### config.mk
export PLATFORM = sky130hd
export DESIGN_NAME = hazard_ctrl
export DESIGN_NICKNAME = d
export VERILOG_FILES = /design/src/rtl/rv32_pipe_pkg.sv /design/src/rtl/hazard_ctrl_sat_counter.sv /design/src/rtl/hazard_ctrl.sv
export SDC_FILE = /design/constraint.sdc
export NUM_CORES = 1
export LEC_CHECK = 0
export CAP_MARGIN = 20
export CORE_UTILIZATION = 49
export CTS_CLUSTER_DIAMETER = 50
export DETAILED_ROUTE_END_ITERATION = 6
export PLACE_DENSITY = 0.8
export SLEW_MARGIN = 20
export SYNTH_ARGS = -nofsm -noshare
export SYNTH_HDL_FRONTEND = slang
export SYNTH_HIERARCHICAL = 1
export SYNTH_SLANG_ARGS = --single-unit
### constraint.sdc
create_clock -name clk -period 3.16 [get_ports clk]
set_input_delay 0.316 -clock clk [delete_from_list [all_inputs] [get_ports clk]]
set_output_delay 0.316 -clock clk [all_outputs]
set_load 0.1 [all_outputs]
### src/rtl/rv32_pipe_pkg.sv
// Shared pipeline definitions: hazard FSM states and default widths.
// Latency: n/a; backpressure: n/a.
package rv32_pipe_pkg;

  localparam int unsigned num_width_def = 5;
  localparam int unsigned cnt_width_def = 32;

  typedef enum logic [0:0] {
    RUN      = 1'b0,
    MEM_WAIT = 1'b1
  } hz_state_e;

endpackage

### src/rtl/hazard_ctrl_sat_counter.sv
// Saturating event counter; holds at all-ones and never wraps.
// Latency: count visible the cycle after inc; backpressure: none.
module sat_counter #(
  parameter int unsigned width = 32
) (
  input  logic             clk,
  input  logic             rst,
  input  logic             inc,
  output logic [width-1:0] cnt
);

  localparam logic [width-1:0] one = {{(width-1){1'b0}}, 1'b1};

  logic [width-1:0] cnt_q, cnt_d;

  always_comb begin
    cnt_d = cnt_q;
    if (inc && (cnt_q != {width{1'b1}})) cnt_d = cnt_q + one;
  end

  always_ff @(posedge clk) begin
    if (rst) cnt_q <= '0;
    else     cnt_q <= cnt_d;
  end

  assign cnt = cnt_q;

endmodule

### src/rtl/hazard_ctrl.sv
// Pipeline hazard control: load-use bubbles, branch flushes, memory-wait freezes.
// Latency: control outputs are zero-latency combinational; counters lag one cycle.
module hazard_ctrl
  import rv32_pipe_pkg::*;
#(
  parameter int unsigned num_width = num_width_def,
  parameter int unsigned cnt_width = cnt_width_def
) (
  input  logic                 clk,
  input  logic                 rst,
  input  logic [num_width-1:0] id_rd_num1,
  input  logic [num_width-1:0] id_rd_num2,
  input  logic                 id_uses_rs1,
  input  logic                 id_uses_rs2,
  input  logic                 ex_memory_rd,
  input  logic [num_width-1:0] ex_wr_num,
  input  logic                 ex_branch_taken,
  input  logic                 mem_busy,
  output logic                 pc_hold,
  output logic                 ifid_hold,
  output logic                 idex_hold,
  output logic                 exmem_hold,
  output logic                 ifid_flush,
  output logic                 flush,
  output logic                 rd_after_ld,
  output logic [cnt_width-1:0] stall_cnt,
  output logic [cnt_width-1:0] flush_cnt
);

  hz_state_e state_q, state_d;
  logic      pend_br_q, pend_br_d;
  logic      ld_haz, br_eff;

  always_comb begin
    ld_haz = ex_memory_rd && (ex_wr_num != '0) &&
             ((id_uses_rs1 && (id_rd_num1 == ex_wr_num)) ||
              (id_uses_rs2 && (id_rd_num2 == ex_wr_num)));
    br_eff = ex_branch_taken || (pend_br_q && (state_q == MEM_WAIT));
  end

  always_comb begin
    pc_hold     = 1'b0;
    ifid_hold   = 1'b0;
    idex_hold   = 1'b0;
    exmem_hold  = 1'b0;
    ifid_flush  = 1'b0;
    flush       = 1'b0;
    rd_after_ld = 1'b0;
    state_d     = state_q;
    pend_br_d   = pend_br_q;

    if (mem_busy) begin
      pc_hold    = 1'b1;
      ifid_hold  = 1'b1;
      idex_hold  = 1'b1;
      exmem_hold = 1'b1;
      state_d    = MEM_WAIT;
      // A taken branch seen while frozen must still redirect once memory frees up.
      pend_br_d  = (state_q == MEM_WAIT) ? (pend_br_q || ex_branch_taken) : ex_branch_taken;
    end else begin
      if (br_eff) begin
        flush      = 1'b1;
        ifid_flush = 1'b1;
      end else if (ld_haz) begin
        pc_hold     = 1'b1;
        ifid_hold   = 1'b1;
        rd_after_ld = 1'b1;
      end
      state_d   = RUN;
      pend_br_d = 1'b0;
    end

    if (rst) begin
      pc_hold     = 1'b0;
      ifid_hold   = 1'b0;
      idex_hold   = 1'b0;
      exmem_hold  = 1'b0;
      ifid_flush  = 1'b0;
      flush       = 1'b0;
      rd_after_ld = 1'b0;
    end
  end

  always_ff @(posedge clk) begin
    if (rst) begin
      state_q   <= RUN;
      pend_br_q <= 1'b0;
    end else begin
      state_q   <= state_d;
      pend_br_q <= pend_br_d;
    end
  end

  sat_counter #(.width(cnt_width)) u_stall_cnt (
    .clk (clk),
    .rst (rst),
    .inc (pc_hold || rd_after_ld),
    .cnt (stall_cnt)
  );

  sat_counter #(.width(cnt_width)) u_flush_cnt (
    .clk (clk),
    .rst (rst),
    .inc (flush),
    .cnt (flush_cnt)
  );

endmodule

==> flow_summary.json, run 1 <==
{
  "outcome": "complete, no violations",
  "setup_tns_ps": 0,
  "synth-edff-count": 0,
  "postCtsHoldBufs": 0,
  "clk_path_buf_depth": 2,
  "post_cts_buffers": 0,
  "synth-simple-area-share_pct": 32.5,
  "core-area_sq_um": 6940,
  "synth_cell_types": 45,
  "period_share_pct": 88.4,
  "netlist_area_sq_um": 3590,
  "holdPathStages": 4,
  "drcViolationCount": 0,
  "antenna_found_initial": 0,
  "crit_path_top_delay_cell": "clkdlybuf4s50_1",
  "synth-main-ff-cell": "dfxtp_1",
  "gp_congestion": 0.814,
  "async_flop_share_pct": 0,
  "die_area_sq_um": 7680,
  "gr-total-overflow": 0,
  "grt_pass1_vias": 3349,
  "diodes": 0,
  "fin_cells": 620,
  "peakVddDrop_uv": 281,
  "setup_violations": 0,
  "synthTopCellsByArea": "dfxtp_1 37%, a21oi_1 6.3%, o31ai_1 5.0%",
  "grt_pass1_wl_microns": 15300,
  "synth_cells": 428,
  "cpLargestDelayFamily": "simple AND/OR/NAND/NOR gates",
  "root_buffer": "clkbuf_8",
  "synthXorXnorAreaFrac_pct": 5.85,
  "finClkSkew_ps": 11.5,
  "htreeDepth": 3,
  "die_h_microns": 87.6,
  "crit_buf_inv": 2,
  "place_inst": 605,
  "dr.pass1.iters": 7,
  "synth-adder-area-share_pct": 0.697,
  "dp_slack_ps": 34.8,
  "rsz0062_at_grt": "false",
  "cts_sinks": 66,
  "vias": 3738,
  "grt_max_degree": 71,
  "design_power_total_w": 0.00167,
  "layout_setup_ws_ps": 368,
  "p_leak_nw": 1.48,
  "cts_buffers": 9,
  "yosys.area.top_type_share_pct": 36.8,
  "reg2reg_depth": 9,
  "worst_pin_slew_ps": 992,
  "start_kind": "primary input",
  "cpMostUsedCell": "nand4_1",
  "viasPerCell": 6.03,
  "hold_viol_final": 0,
  "grt_usage_pct": 25.3,
  "crit_required_ps": 3420,
  "synth_top_area_cell": "dfxtp_1",
  "max-cap-violations": 0,
  "synthMuxAreaShare_pct": 1.81,
  "nNetsFinal": 544,
  "layout-drive-gt1-share_pct": 11.3,
  "wl_microns": 9470,
  "cts_tree": "done",
  "clkLatencyLatePin_ps": 340,
  "hpwl_microns": 6800,
  "yosys_warnings": 6,
  "worst_setup_path_end_kind": "flop",
  "detail-route-antenna-nets": 0,
  "crit_fanout": 5,
  "die_x_microns": 87.6,
  "synth.avg_cell_area_sq_um": 8.39,
  "synth_most_common_cell": "dfxtp_1",
  "seq_area_frac_synth_pct": 36.8,
  "slew_headroom_pct": 33.7,
  "min_path_type": "in2reg",
  "initial_core_util_pct": 51.7,
  "design_area_sq_um": 4810,
  "p_per_area_nw_per_um2": 347,
  "crit_path_max_incr_delay_ps": 480,
  "period_minus_slack_ps": 2790,
  "crit_cells": 11,
  "critPathKind": "in2reg",
  "ios": 93,
  "cp_cell_sequence": "clkdlybuf4s50_1 > xor2_1 > nor4_1 > a32oi_1 > o21ai_1 > nand4_1 > nor4_2 > buf_4 > nand4_1 > or4_1 > a21oi_1",
  "numPortBuffers": 92,
  "place_area_sq_um": 4630,
  "synth_fp_nets": 452,
  "ys_ff_latch": 66,
  "synth-compound-area-share_pct": 18.6,
  "rows": 30,
  "drv_slew": 0,
  "arrival_ps": 3060,
  "wl_per_cell_microns": 15.3,
  "postCtsResizedCells": 0,
  "clk_pin_slew_worst_paths_ps": 70,
  "max_freq_mhz": 358,
  "synth_top_family_by_area": "simple AND/OR/NAND/NOR gates",
  "synthTopCellsByCount": "66 x dfxtp_1, 45 x a21oi_1, 29 x nor2_1",
  "drtIter0Drc": 248,
  "areaGrowthSynthToFinish_pct": 34.0
}
==> logic make-up (layout without fill, tap and decap cells) <==
logic type / after synthesis / count (layout)
AND/OR/NAND/NOR: 196 / 196
AO/OA/AOI/OAI: 103 / 103
flip-flops: 66 / 66
buffers and inverters: 31 / 127
XOR/XNOR: 24 / 24
multiplexers: 6 / 6
adder cells (fa/ha/maj): 2 / 2
==> layer usage <==
layer  GRT usage, %  vias up  routed length [microns]
met2           42.1      140                     4450
met5              0        -                        0
met1           32.9     1766                     4370
met3           4.71       10                      530
li1               -     1822                        -
met4           8.64        0                      127
==> sequential cells by signal, summed over array words and instances, names as in the netlist <==
register and flops:
pend_br_q 1, state_q 1, u_stall_cnt/cnt 32, u_flush_cnt/cnt 32
==> final timing paths <==
kind,from,end,slack [ps]
worst max-delay path,ex_wr_num[3],u_stall_cnt/cnt[29]$_SDFFE_PP0P_,370
worst min-delay path,rst,pend_br_q$_SDFF_PN0_,470
worst max register to register,pend_br_q$_SDFF_PN0_,u_stall_cnt/cnt[29]$_SDFFE_PP0P_,630
worst min register to register,u_flush_cnt/cnt[15]$_SDFFE_PP0P_,u_flush_cnt/cnt[15]$_SDFFE_PP0P_,500
==> worst min-delay path: cells and delay by family <==
family	cells	cell delay [ps]
buffers and inverters	2	250
AND/OR/NAND/NOR	2	190
==> cells in the final DEF, fill, tap and decap left out, drive strengths merged, types with 2 or more instances in the layout <==
cell	Yosys	final
buf	9	24
a31o	2	2
o41ai	2	2
nand4	20	20
xnor2	14	14
or2	2	2
o21ai	18	18
clkdlybuf4s50	0	82
or3	22	22
a31oi	2	2
a211oi	2	2
nand2	21	21
a2111oi	4	4
nor3b	4	4
dfxtp	66	66
clkinv	0	2
nor2	29	29
nor4	12	12
and4	8	8
nor3	6	6
and2	3	3
o31ai	24	24
nand3	28	28
ha	2	2
inv	6	6
mux2i	2	2
a21o	2	2
xor2	10	10
nor2b	4	4
nand2b	2	2
and3	8	8
mux2	4	4
or3b	2	2
clkbuf	16	12
or4	25	25
a21oi	45	45
==> report_power, final <==
part / internal (W) / total, W / switching (W)
logic: 0.0000498 / 0.000143 / 0.0000930
clock network: 0.000380 / 0.000688 / 0.000309
registers: 0.000835 / 0.000840 / 0.00000455
==> metrics by stage <==
step,hold WS (ps),util (%)
after detailed placement,489,66.6
after CTS,456,69.3
after floorplan,493,-
after global routing,490,69.3
after global placement,480,66.6
final,471,69.3
==> final cells by class <==
class | instances | area, sq um
Clock buffer | 12 | 145
Multi-Input combinational cell | 331 | 2160
Timing Repair Buffer | 106 | 998
Tap cell | 96 | 120
Clock inverter | 3 | 40.0
Fill cell | 592 | 2130
Sequential cell | 66 | 1320
Inverter | 6 | 22.5
Note: power is estimated with default switching activity, not from simulation.
==> inputs of run 2 (changes only) <==
Settings changed: SKIP_LAST_GASP from default to 1.
==> results of run 2 <==
Final layout, timing and power as in run 1 (identical DEF).
==> inputs of run 3 (changes only) <==
Settings changed: GPL_ROUTABILITY_DRIVEN from default to 0.
==> results of run 3 <==
Final layout, timing and power as in run 1 (identical DEF).
